[src/rtl/fusion_pkg.sv]
// Shared types and decode helpers for the fusion product accumulator.
package fusion_pkg;

  localparam logic [1:0] PREC_8B = 2'b10;
  localparam logic [1:0] PREC_4B = 2'b01;
  localparam logic [1:0] PREC_2B = 2'b00;

  typedef enum logic [1:0] {LM_1X64, LM_2X32, LM_4X16, LM_ILLEGAL} lane_mode_e;

  typedef enum logic [1:0] {IDLE, ACCUM, DRAIN} state_e;

  // Map an operand precision pair onto the product lane layout.
  function automatic lane_mode_e decode_lane_mode(input logic [1:0] cfga, input logic [1:0] cfgb);
    lane_mode_e mode;
    case ({cfga, cfgb})
      {PREC_8B, PREC_8B}: mode = LM_1X64;
      {PREC_8B, PREC_4B},
      {PREC_4B, PREC_8B}: mode = LM_2X32;
      {PREC_8B, PREC_2B},
      {PREC_2B, PREC_8B},
      {PREC_4B, PREC_4B},
      {PREC_4B, PREC_2B},
      {PREC_2B, PREC_4B},
      {PREC_2B, PREC_2B}: mode = LM_4X16;
      default:            mode = LM_ILLEGAL;
    endcase
    return mode;
  endfunction

  // Number of active lanes for a layout, as reported with each result.
  function automatic logic [2:0] lane_count(input lane_mode_e mode);
    logic [2:0] n;
    case (mode)
      LM_1X64: n = 3'd1;
      LM_2X32: n = 3'd2;
      LM_4X16: n = 3'd4;
      default: n = 3'd0;
    endcase
    return n;
  endfunction

endpackage

[src/rtl/sat_lane_acc.sv]
// One accumulator lane: extends the slot, adds it to the lane total and clamps.
module sat_lane_acc
  import fusion_pkg::*;
#(
  parameter int ACC_W = 32
) (
  input  logic [ACC_W-1:0] acc,
  input  logic [63:0]      slot,
  input  lane_mode_e       mode,
  input  logic             is_signed,
  input  logic             clear,
  input  logic             load,
  input  logic             enable,
  output logic [ACC_W-1:0] acc_next,
  output logic             sat
);

  // Wide enough that the sum of any slot and any accumulator never wraps.
  localparam int SUM_W = ((ACC_W > 64) ? ACC_W : 64) + 2;

  localparam logic [SUM_W-1:0] MAX_S = {{(SUM_W-ACC_W+1){1'b0}}, {(ACC_W-1){1'b1}}};
  localparam logic [SUM_W-1:0] MIN_S = {{(SUM_W-ACC_W+1){1'b1}}, {(ACC_W-1){1'b0}}};
  localparam logic [SUM_W-1:0] MAX_U = {{(SUM_W-ACC_W){1'b0}}, {ACC_W{1'b1}}};

  logic [SUM_W-1:0] slot_ext;
  logic [SUM_W-1:0] base;
  logic [SUM_W-1:0] sum;
  logic [ACC_W-1:0] clamped;
  logic             hit;

  // Extend, add and clamp; a first beat starts from zero instead of the old total.
  always_comb begin
    case (mode)
      LM_1X64: slot_ext = {{(SUM_W-64){is_signed & slot[63]}}, slot};
      LM_2X32: slot_ext = {{(SUM_W-32){is_signed & slot[31]}}, slot[31:0]};
      default: slot_ext = {{(SUM_W-16){is_signed & slot[15]}}, slot[15:0]};
    endcase
    base = load ? '0 : {{(SUM_W-ACC_W){is_signed & acc[ACC_W-1]}}, acc};
    sum = base + slot_ext;
    hit = 1'b0;
    clamped = sum[ACC_W-1:0];
    if (is_signed) begin
      if ($signed(sum) > $signed(MAX_S)) begin
        clamped = MAX_S[ACC_W-1:0];
        hit = 1'b1;
      end else if ($signed(sum) < $signed(MIN_S)) begin
        clamped = MIN_S[ACC_W-1:0];
        hit = 1'b1;
      end
    end else if (sum > MAX_U) begin
      clamped = MAX_U[ACC_W-1:0];
      hit = 1'b1;
    end
    acc_next = acc;
    sat = 1'b0;
    if (clear) begin
      acc_next = '0;
    end else if (load || enable) begin
      acc_next = clamped;
      sat = hit;
    end
  end

endmodule

[src/rtl/fusion_accumulator.sv]
// Consumer of the packed fusion product bus: per-lane saturating group accumulation.
module fusion_accumulator
  import fusion_pkg::*;
#(
  parameter int ACC_W     = 32,
  parameter int MAX_BEATS = 256,
  parameter int BEAT_W    = 9
) (
  input  logic               clk,
  input  logic               rst_n,
  input  logic               in_valid,
  output logic               in_ready,
  input  logic [63:0]        in_data,
  input  logic               in_last,
  input  logic [1:0]         cfga,
  input  logic [1:0]         cfgb,
  input  logic               in_signed,
  output logic               out_valid,
  input  logic               out_ready,
  output logic [4*ACC_W-1:0] out_data,
  output logic [2:0]         out_lanes,
  output logic [BEAT_W-1:0]  out_beats,
  output logic [3:0]         out_sat,
  output logic               out_forced,
  output logic               err_cfg
);

  state_e            state;
  lane_mode_e        mode_q;
  lane_mode_e        dec_mode;
  lane_mode_e        eff_mode;
  logic              signed_q;
  logic              eff_signed;
  logic [ACC_W-1:0]  acc_q    [4];
  logic [ACC_W-1:0]  acc_next [4];
  logic [63:0]       slot     [4];
  logic [3:0]        sat_hit;
  logic [3:0]        sat_q;
  logic [BEAT_W-1:0] cnt_q;
  logic [BEAT_W-1:0] cnt_next;
  logic [2:0]        lanes_q;
  logic              forced_q;
  logic              in_ready_q;
  logic              out_valid_q;
  logic              err_cfg_q;
  logic              accept;
  logic              load;
  logic              first_bad;
  logic              enable;
  logic              clear;
  logic              hit_max;

  // The group's layout and signedness come from the live inputs only on its first beat.
  assign dec_mode   = decode_lane_mode(cfga, cfgb);
  assign eff_mode   = (state == IDLE) ? dec_mode : mode_q;
  assign eff_signed = (state == IDLE) ? in_signed : signed_q;

  assign accept    = in_valid && in_ready_q;
  assign load      = accept && (state == IDLE) && (dec_mode != LM_ILLEGAL);
  assign first_bad = accept && (state == IDLE) && (dec_mode == LM_ILLEGAL);
  assign enable    = accept && (state == ACCUM);
  assign clear     = (state == DRAIN) && out_ready;
  assign cnt_next  = (state == IDLE) ? BEAT_W'(1) : cnt_q + BEAT_W'(1);
  assign hit_max   = (cnt_next == BEAT_W'(MAX_BEATS));

  // Slice the product word into lane slots; inactive lanes see zero and stay at zero.
  always_comb begin
    slot[0] = '0;
    slot[1] = '0;
    slot[2] = '0;
    slot[3] = '0;
    case (eff_mode)
      LM_1X64: slot[0] = in_data;
      LM_2X32: begin
        slot[0] = {32'd0, in_data[31:0]};
        slot[1] = {32'd0, in_data[63:32]};
      end
      LM_4X16: begin
        slot[0] = {48'd0, in_data[15:0]};
        slot[1] = {48'd0, in_data[31:16]};
        slot[2] = {48'd0, in_data[47:32]};
        slot[3] = {48'd0, in_data[63:48]};
      end
      default: ;
    endcase
  end

  for (genvar i = 0; i < 4; i++) begin : g_lane
    sat_lane_acc #(.ACC_W(ACC_W)) u_lane (
      .acc       (acc_q[i]),
      .slot      (slot[i]),
      .mode      (eff_mode),
      .is_signed (eff_signed),
      .clear     (clear),
      .load      (load),
      .enable    (enable),
      .acc_next  (acc_next[i]),
      .sat       (sat_hit[i])
    );
  end

  // Lane totals; the lane cells decide whether each cycle holds, loads, adds or clears.
  always_ff @(posedge clk or negedge rst_n) begin
    if (!rst_n) begin
      for (int i = 0; i < 4; i++) acc_q[i] <= '0;
    end else begin
      for (int i = 0; i < 4; i++) acc_q[i] <= acc_next[i];
    end
  end

  // Group sequencing with registered handshake and status outputs.
  always_ff @(posedge clk or negedge rst_n) begin
    if (!rst_n) begin
      state       <= IDLE;
      mode_q      <= LM_1X64;
      signed_q    <= 1'b0;
      cnt_q       <= '0;
      sat_q       <= '0;
      lanes_q     <= '0;
      forced_q    <= 1'b0;
      in_ready_q  <= 1'b0;
      out_valid_q <= 1'b0;
      err_cfg_q   <= 1'b0;
    end else begin
      case (state)
        IDLE: begin
          in_ready_q <= 1'b1;
          if (load) begin
            mode_q   <= dec_mode;
            signed_q <= in_signed;
            lanes_q  <= lane_count(dec_mode);
            cnt_q    <= cnt_next;
            sat_q    <= sat_hit;
            forced_q <= 1'b0;
            if (in_last || hit_max) begin
              state       <= DRAIN;
              forced_q    <= !in_last;
              in_ready_q  <= 1'b0;
              out_valid_q <= 1'b1;
            end else begin
              state <= ACCUM;
            end
          end else if (first_bad) begin
            err_cfg_q <= 1'b1;
          end
        end
        ACCUM: begin
          if (enable) begin
            cnt_q <= cnt_next;
            sat_q <= sat_q | sat_hit;
            if (in_last || hit_max) begin
              state       <= DRAIN;
              forced_q    <= !in_last;
              in_ready_q  <= 1'b0;
              out_valid_q <= 1'b1;
            end
          end
        end
        DRAIN: begin
          if (out_ready) begin
            state       <= IDLE;
            cnt_q       <= '0;
            sat_q       <= '0;
            forced_q    <= 1'b0;
            out_valid_q <= 1'b0;
            in_ready_q  <= 1'b1;
          end
        end
        default: state <= IDLE;
      endcase
    end
  end

  // Pack the lane totals onto the result bus.
  always_comb begin
    out_data = '0;
    for (int i = 0; i < 4; i++) out_data[i*ACC_W +: ACC_W] = acc_q[i];
  end

  assign in_ready   = in_ready_q;
  assign out_valid  = out_valid_q;
  assign out_lanes  = lanes_q;
  assign out_beats  = cnt_q;
  assign out_sat    = sat_q;
  assign out_forced = forced_q;
  assign err_cfg    = err_cfg_q;

endmodule
[config.mk]
export PLATFORM = sky130hd
export DESIGN_NAME = fusion_accumulator
export DESIGN_NICKNAME = d
export VERILOG_FILES = /design/src/rtl/fusion_pkg.sv /design/src/rtl/sat_lane_acc.sv /design/src/rtl/fusion_accumulator.sv
export SDC_FILE = /design/constraint.sdc
export NUM_CORES = 1
export LEC_CHECK = 0
export CAP_MARGIN = 5
export CORE_MARGIN = 5
export CORE_UTILIZATION = 32
export DETAILED_ROUTE_END_ITERATION = 7
export PLACE_DENSITY = 0.58
export SYNTH_ARGS = -nofsm -noshare
export SYNTH_HDL_FRONTEND = slang
export SYNTH_HIERARCHICAL = 1
export SYNTH_SLANG_ARGS = --single-unit
export TNS_END_PERCENT = 10
[constraint.sdc]
create_clock -name clk -period 13.7 [get_ports clk]
set_input_delay 2.74 -clock clk [delete_from_list [all_inputs] [get_ports clk]]
set_output_delay 2.74 -clock clk [all_outputs]
set_load 0.03 [all_outputs]
==> results of run 1 <==
[kinds of logic after synthesis]
group,count (synthesis),synth area share
other cells,1,0.000116
simple gates,2144,0.339
compound gates,1604,0.328
buf+inv,336,0.0485
fa+ha+maj,275,0.108
mux,43,0.0141
flops,153,0.119
xor+xnor,160,0.0437
[registers in the layout, summed over array words and instances (netlist names)]
| register | cells |
|---|---|
| out_data | 128 |
| out_beats | 9 |
| out_sat | 4 |
| out_lanes | 3 |
| mode_q | 2 |
| state | 2 |
| err_cfg | 1 |
| in_ready | 1 |
| out_forced | 1 |
| out_valid | 1 |
| signed_q | 1 |
[placed cells by master, fill, tap and decap left out, types with 38 or more instances in the layout]
master and n:
inv_1 67, nand3_1 102, o211ai_1 38, nor4_1 55, dfrtp_1 153, nand2_1 481
clkdlybuf4s50_1 220, and2_1 141, o21ai_0 232, nand2b_1 144, nand4_1 141, xor2_1 52
conb_1 130, or3_1 45, xnor2_1 107, o21ai_1 164, nor3_1 119, a21oi_1 507
a211oi_2 40, a21o_1 88, a31oi_1 52, nor2b_1 144, nor2_1 573, o21a_1 60
ha_1 271
[through the flow]
stage	hold WS (ns)	instance area, µm²
6_report	0.489	36200
5_1_grt	0.496	36200
4_1_cts	0.496	36200
3_5_place_dp	0.475	35600
3_3_place_gp	0.455	35600
2_1_floorplan	0.442	32700
[final cells by class]
| cell class | instances | area (µm²) | share of cell area |
|---|---|---|---|
| clock buffers | 19 | 453 | 0.0125 |
| diodes | 3 | 7.51 | 0.000207 |
| clock inverters | 13 | 124 | 0.00342 |
| well taps | 1298 | 1620 | 0.0448 |
| flip-flops and latches | 153 | 3830 | 0.106 |
| repair buffers | 258 | 2490 | 0.0688 |
| inverters | 69 | 264 | 0.00729 |
| multi-input cells | 4356 | 27400 | 0.757 |
[worst min path at each step]
| stage | startpoint | slack [ns] | endpoint | cells after the start |
|---|---|---|---|---|
| after floorplan | signed_q | 0.44 | signed_q | 2 |
| after global placement | signed_q | 0.46 | signed_q | 2 |
| after detailed placement | signed_q | 0.47 | signed_q | 2 |
| after CTS | err_cfg | 0.50 | err_cfg | 1 |
| after global routing | err_cfg | 0.50 | err_cfg | 1 |
| final | err_cfg | 0.49 | err_cfg | 1 |
[Yosys cell counts (16+ instances only)]
| cell type | number |
|---|---|
| nor3_1 | 122 |
| and3_1 | 37 |
| inv_1 | 69 |
| or2_2 | 16 |
| o21a_1 | 60 |
| and4_1 | 28 |
| nor4_1 | 55 |
| ha_1 | 271 |
| o21ai_1 | 164 |
| buf_6 | 17 |
| and2_1 | 143 |
| buf_2 | 96 |
| a211oi_1 | 34 |
| xnor2_1 | 107 |
| a21oi_2 | 23 |
| or3_1 | 45 |
| o31ai_1 | 35 |
| xor2_1 | 52 |
| nand2b_1 | 144 |
| a22oi_1 | 34 |
| a21o_1 | 88 |
| a211oi_2 | 40 |
| a211o_1 | 19 |
| o21ai_0 | 232 |
| nand4_1 | 141 |
| o21bai_1 | 23 |
| mux2i_1 | 27 |
| o211a_1 | 19 |
| a21oi_1 | 508 |
| or4_1 | 18 |
| dfrtp_1 | 153 |
| o21ai_2 | 16 |
| a31oi_1 | 59 |
| o211ai_1 | 38 |
| o2111ai_1 | 16 |
| nor2b_1 | 144 |
| nand2_1 | 481 |
| nor2_1 | 573 |
| clkbuf_1 | 136 |
| nand3_1 | 102 |
[layer usage]
| metal | GRT usage | vias to the layer above | share of wire |
|---|---|---|---|
| li1 | - | 17700 | - |
| met1 | 0.347 | 17600 | 0.46 |
| met2 | 0.399 | 1392 | 0.45 |
| met3 | 0.0368 | 166 | 0.070 |
| met4 | 0.0615 | 4 | 0.025 |
| met5 | 0 | - | 0.00021 |
==> impl_metrics.csv, run 1 <==
group,metric,value,unit
floorplanning,die_width,327,µm
global_route,grt_pass1_wl,211000,µm
worst_setup_path,crit_path_end_kind,"flip-flop",
timing,report.final.slew_viol_count,0,
timing,rsz0062_at_grt,"no",
synth,yosys-top-cells-area,"dfrtp_1 (12%), ha_1 (11%), a21oi_1 (7.9%), nor2_1 (6.7%), nand2_1 (5.6%)",
routing,drt_iter0_drc,3936,
layout,layout.cells.non_filler,6169,
placement,place.gp.congestion,0.992,
worst_setup_path,critPathCapture,"out_data[22]",
worst_setup_path,r2r_cells,26,
placement,place_hpwl,113000,µm
cts,tritoncts,"yes",
placement,dp.cells,6134,
cts,root_buffer,"clkbuf_16",
global_route,grt_util_all_layers,0.247,
routing,wl,139000,µm
synth,syn_area,0.0322,mm²
worst_setup_path,crit_arrival,11.47,ns
routing,via_count,36800,
cts,clock_latency,0.53,ns
routing,wl_per_cell,22.5,µm
timing,fin_setup_tns,0,ns
routing,drc,0,
synth,ys_types,109,
cts,clkTransAtPathRegs,0.08,ns
synth,synth-main-ff-cell,"dfrtp_1",
layout,fin_util,0.362,
synth,ys_seq_area_frac,0.119,
cts,hold_buffers,0,
timing,max_slew_margin,0.213,
cts,post_cts_buffers,0,
global_route,grt_max_degree,134,
worst_setup_path,crit_family,"compound AO/OA/AOI/OAI gates",
global_route,grt_pass1_vias,34100,
timing,min_period,11.04,ns
routing,vias_per_cell,5.97,
synth,syn_avg_cell_area,6.83,µm²
cts,cts.sinks,153,
timing,skew,0.0234,ns
timing,setup_ws,2.66,ns
routing,firstDrtPassIters,7,
global_route,antenna_found_initial,12,
worst_setup_path,cp.depth,29,
synth,ys_seq_elements,153,
synth,syn_inst,4716,
worst_setup_path,slowest_delay,0.80,ns
timing,finalCritPeriodShare,0.805,
placement,dp_slack,2.18,ns
worst_setup_path,r2r_end,"out_data[22]",
timing,finalHoldViolations,0,
hold_path,hold_class,"reg2reg",
layout,fillers,10800,
cts,cts_buffers,17,
routing,detail-route-antenna-nets,0,
global_route,grt-ovfl-total,0,
cts,cts_buffer_depth,2,
floorplanning,row_count,116,
layout,fin_nets,5204,
synth,async_flop_share,1.00,
worst_setup_path,start_kind,"primary input",
floorplanning,die-area,0.107,mm²
worst_setup_path,startpoint,"cfgb[1]",
worst_setup_path,worstReg2RegStart,"state[1]",
worst_setup_path,crit_slowest_cell,"buf_4",
status,outcome,"finished, final reports clean",
timing,worstMarginPinSlew,1.16,ns
synth,yosys_warnings,6,
worst_setup_path,r2r_slack,5.05,ns
synth,synth_top_area_frac,0.119,
layout,drive_above_1_share,0.0608,
worst_setup_path,crit_required,14.13,ns
timing,setup_viol,0,
flow_run,cap_violations,0,
worst_setup_path,path_max_fanout,133,
synth,yosysTopAreaCell,"dfrtp_1",
placement,port_buffers,221,
floorplanning,initial_core_util,0.322,
floorplanning,die_h,327,µm
synth,synth_edf_count,0,
timing,fmaxAchievable,90.6,MHz
worst_setup_path,critPathKind,"in2reg",
layout,area_growth,12.5,%
floorplanning,pin_count,222,
worst_setup_path,crit_buf_inv,6,
cts,cts_max_level,4,
cts,cts_resized,0,
floorplanning,core-area,0.100,mm²
Power of run 1 is left out: the tool's default activity adds up to more than one toggle a clock period on the data nets, which glitch-free logic cannot reach.
==> inputs of run 2 (changes only) <==
Clock period 13.7 ns to 10.6 ns, I/O delays scaled along.
==> run 2 against run 1 <==
  * First-iteration DRC count is 11% lower
  * Die area stayed put
  * Routed wire length is 0.67% higher
  * Flip-flop and latch count stayed put
  * Global-route usage is 0.17 points higher
  * Register-to-register slack worse by 2.4 ns
  * Non-clock buffer count is 43 higher
  * Sequential share of layout area is 0.11 points lower
  * Clock skew is 0.00083 ns higher
  * Largest cell class unchanged
==> impl_metrics.csv, run 2 (synthesis results as in run 1) <==
group,metric,value,unit
cts,post_cts_buffers,0,
routing,drt_iter0_drc,3519,
placement,place.gp.congestion,1.05,
timing,setup_viol,0,
timing,min_period,9.84,ns
routing,vias_per_cell,5.90,
cts,cts_buffer_depth,2,
worst_setup_path,path_common_cell,"buf_4",
timing,max_slew_margin,0.336,
timing,fin_setup_tns,0,ns
status,outcome,"finished, final reports clean",
timing,finalCritPeriodShare,0.929,
floorplanning,die_width,327,µm
worst_setup_path,crit_slowest_cell,"a21oi_1",
cts,root_buffer,"clkbuf_16",
layout,drive_above_1_share,0.0688,
routing,drc,0,
worst_setup_path,crit_path_end_kind,"flip-flop",
cts,cts_resized,0,
routing,wl_per_cell,22.5,µm
hold_path,hold_class,"reg2reg",
global_route,grt_max_degree,104,
cts,clkTransAtPathRegs,0.07,ns
worst_setup_path,crit_buf_inv,6,
cts,clock_latency,0.53,ns
global_route,grt-ovfl-total,0,
global_route,grt_pass1_wl,211000,µm
worst_setup_path,slowest_delay,0.57,ns
global_route,grt_util_all_layers,0.249,
floorplanning,die_h,327,µm
layout,largest_register_ffs,128,
cts,cts_max_level,4,
floorplanning,initial_core_util,0.322,
global_route,grt_pass1_vias,34100,
worst_setup_path,crit_required,11.04,ns
global_route,antenna_found_initial,5,
worst_setup_path,path_max_fanout,32,
timing,skew,0.0243,ns
floorplanning,core-area,0.100,mm²
flow_run,cap_violations,0,
placement,place_hpwl,115000,µm
floorplanning,pin_count,222,
floorplanning,die-area,0.107,mm²
timing,fmaxAchievable,102,MHz
timing,holdWs,0.477,ns
worst_setup_path,start_kind,"primary input",
cts,cts.sinks,153,
routing,detail-route-antenna-nets,0,
timing,report.final.slew_viol_count,0,
layout,mostFrequentLayoutCells,"nor2_1 (573), a21oi_1 (507), nand2_1 (481), ha_1 (271), o21ai_0 (232)",
worst_setup_path,crit_family,"compound AO/OA/AOI/OAI gates",
cts,cts_buffers,17,
worst_setup_path,crit_arrival,10.28,ns
routing,via_count,36700,
placement,dp_slack,0.344,ns
routing,firstDrtPassIters,6,
cts,tritoncts,"yes",
timing,rsz0062_at_grt,"no",
timing,setup_ws,0.756,ns
layout,final_common_cell,"nor2_1",
worst_setup_path,r2r_slack,2.69,ns
placement,port_buffers,221,
layout,area_growth,13.7,%
timing,worstMarginPinSlew,0.997,ns
worst_setup_path,critPathKind,"in2reg",
cts,hold_buffers,0,
timing,finalHoldViolations,0,
layout,fin_nets,5247,
floorplanning,row_count,116,
routing,wl,140000,µm
==> run 2: cell types whose count changed in the layout (fill, tap and decap cells not counted), sizes merged <==
cell and change:
buf +43, clkbuf -1, clkinv +4, clkinvlp -2, diode +1, inv -1
==> run 2: final timing paths <==
kind | from | end | cells past startpoint
hold / removal | signed_q | signed_q | 2
setup / recovery | cfgb[0] | out_data[8] | 29
max in group asynchronous | rst_n | out_data[58] | 2
min in group asynchronous | rst_n | out_data[100] | 1
hold reg to reg | signed_q | signed_q | 2
setup reg to reg | state[0] | out_data[8] | 26
==> run 2: tightest hold or removal path: stages, from the launching register on <==
cell	delay, ns
dfrtp_1	0.34
nand2_1	0.05
nand2_1	0.05
==> run 2: cell type report <==
class | instances | area, µm²
fillers | 10900 | 63400
multi-input cells | 4356 | 27400
flip-flops and latches | 153 | 3830
repair buffers | 301 | 2880
well taps | 1298 | 1620
clock buffers | 18 | 439
inverters | 69 | 264
clock inverters | 14 | 131
diodes | 4 | 10.0
==> run 2: per-stage QoR <==
stage,instances,utilization,area (µm²)
after floorplan,4845,-,32700
after global placement,6177,0.360,36000
after detailed placement,6177,0.360,36000
after CTS,6209,0.366,36600
after global routing,6209,0.366,36600
final,6213,0.366,36600
==> run 2: layer usage <==
layer  part of all wire  routed length [µm]  global-route usage  up-vias
met4              0.024                3370              0.0627        4
met5            0.00017                  24                   0        -
met3              0.071                9840              0.0395      172
met1               0.46               63800               0.348    17500
met2               0.45               62500               0.401     1288
li1                   -                   -                   -    17700
Power of run 2 is left out for the same reason.
==> inputs of run 3 (changes only) <==
Settings changed: MAX_ROUTING_LAYER from default to met4.
==> run 3 against run 2 <==
  * Critical path depth is 1 lower
  * Final area is 0.18% higher
  * Global-route usage is 0.55 points higher
  * Utilization is 0.068 points higher
  * Sequential share of layout area hardly changed
==> impl_metrics.csv, run 3 (synthesis results as in run 1) <==
group,metric,value,unit
timing,min_period,9.52,ns
worst_setup_path,start_kind,"primary input",
routing,via_count,36500,
layout,area_growth,13.9,%
worst_setup_path,slowest_delay,0.67,ns
cts,cts_buffers,17,
cts,post_cts_buffers,0,
floorplanning,row_count,116,
routing,firstDrtPassIters,5,
routing,wl_per_cell,22.3,µm
layout,final_common_cell,"nor2_1",
routing,drt_iter0_drc,3386,
floorplanning,die_width,327,µm
floorplanning,die-area,0.107,mm²
floorplanning,initial_core_util,0.322,
hold_path,hold-path-endpoint,"signed_q",
routing,drc,0,
floorplanning,core-area,0.100,mm²
layout,mostFrequentLayoutCells,"nor2_1 (573), a21oi_1 (507), nand2_1 (481), ha_1 (271), o21ai_0 (232)",
global_route,grt-ovfl-total,0,
worst_setup_path,crit_required,11.05,ns
layout,fin_nets,5253,
worst_setup_path,r2r_slack,2.83,ns
status,outcome,"finished, final reports clean",
placement,place.gp.congestion,1.05,
timing,finalCritPeriodShare,0.898,
global_route,antenna_found_initial,12,
cts,cts.sinks,153,
timing,setup_viol,0,
timing,fin_setup_tns,0,ns
cts,cts_max_level,4,
cts,root_buffer,"clkbuf_16",
cts,cts_buffer_depth,2,
timing,skew,0.0291,ns
hold_path,hold_class,"reg2reg",
global_route,grt_max_degree,133,
timing,max_slew_margin,0.169,
global_route,globalRouteMet2Util,0.397,
flow_run,cap_violations,0,
timing,fmaxAchievable,105,MHz
cts,clock_latency,0.54,ns
worst_setup_path,worstReg2RegStart,"state[1]",
cts,clkTransAtPathRegs,0.09,ns
global_route,gr-max-usage-layer,"met2",
placement,place_hpwl,114000,µm
cts,tritoncts,"yes",
floorplanning,die_h,327,µm
hold_path,hold_depth,2,
timing,report.final.slew_viol_count,0,
worst_setup_path,r2r_cells,24,
routing,detail-route-antenna-nets,0,
hold_path,hold_path.startpoint,"signed_q",
routing,wl,139000,µm
global_route,grt_pass1_wl,209000,µm
worst_setup_path,critPathKind,"in2reg",
cts,cts_resized,0,
cts,hold_buffers,0,
worst_setup_path,r2r_end,"out_data[23]",
floorplanning,pin_count,222,
routing,vias_per_cell,5.87,
worst_setup_path,crit_path_end_kind,"flip-flop",
worst_setup_path,path_max_fanout,31,
global_route,grt_use_met1,0.352,
placement,port_buffers,221,
global_route,grt_pass1_vias,33800,
worst_setup_path,crit_arrival,9.97,ns
timing,rsz0062_at_grt,"no",
global_route,grt_util_all_layers,0.254,
timing,worstMarginPinSlew,1.23,ns
timing,finalHoldViolations,0,
layout,largest_register_ffs,128,
global_route,met3_usage,0.0335,
layout,drive_above_1_share,0.0700,
worst_setup_path,crit_slowest_cell,"a31oi_2",
==> run 3: changes by cell type in the layout (fill, tap and decap cells not counted) <==
cell | previous run | this run
buf_4 | 75 | 81
inv_6 | 5 | 6
clkinv_8 | 1 | 4
clkinv_4 | 3 | 1
clkinvlp_4 | 2 | 1
clkbuf_8 | 2 | 1
diode_2 | 4 | 3
clkinv_2 | 1 | 0
inv_8 | 3 | 4
==> run 3: per-layer routing <==
layer  vias to the layer above  wire length, µm
li1                      17700                -
met1                     17300            64600
met2                      1288            61900
met3                       144             9180
met4                         0             3080
met5                         -                0
==> run 3: final cells by class <==
type	instances	area, µm²
Antenna cell	3	7.51
Clock buffer	17	425
Clock inverter	15	170
Fill cell	10800	63300
Inverter	69	264
Multi-Input combinational cell	4356	27400
Sequential cell	153	3830
Tap cell	1298	1620
Timing Repair Buffer	307	2920
==> run 3: worst max path at each step <==
stage | from | end | slack, ns
2_1_floorplan | cfgb[0] | out_data[8] | 1.89
3_3_place_gp | cfgb[0] | out_data[0] | 0.52
3_5_place_dp | cfgb[0] | out_data[23] | 0.57
4_1_cts | cfgb[0] | out_data[23] | 1.11
6_report | cfgb[0] | out_data[23] | 1.08
5_1_grt | cfgb[0] | out_data[23] | 0.53
==> run 3: worst max-delay path: cells and delay by family <==
| kind | cells | cell delay, ns |
|---|---|---|
| muxes | 2 | 0.77 |
| and+or+nand+nor | 10 | 2.34 |
| buffers and inverters | 5 | 1.32 |
| adders and majority gates | 3 | 0.96 |
| AOI/OAI and AO/OA | 8 | 2.39 |
==> run 3: per-stage QoR <==
step | setup slack, ns | hold slack, ns | utilization | cell area [µm²] | instances
6_report | 1.08 | 0.482 | 0.367 | 36700 | 6218
5_1_grt | 0.534 | 0.513 | 0.367 | 36700 | 6217
4_1_cts | 1.11 | 0.483 | 0.367 | 36700 | 6215
3_5_place_dp | 0.568 | 0.465 | 0.361 | 36100 | 6183
3_3_place_gp | 0.515 | 0.455 | 0.361 | 36100 | 6183
2_1_floorplan | 1.89 | 0.442 | - | 32700 | 4845
Power of run 3 is left out for the same reason.
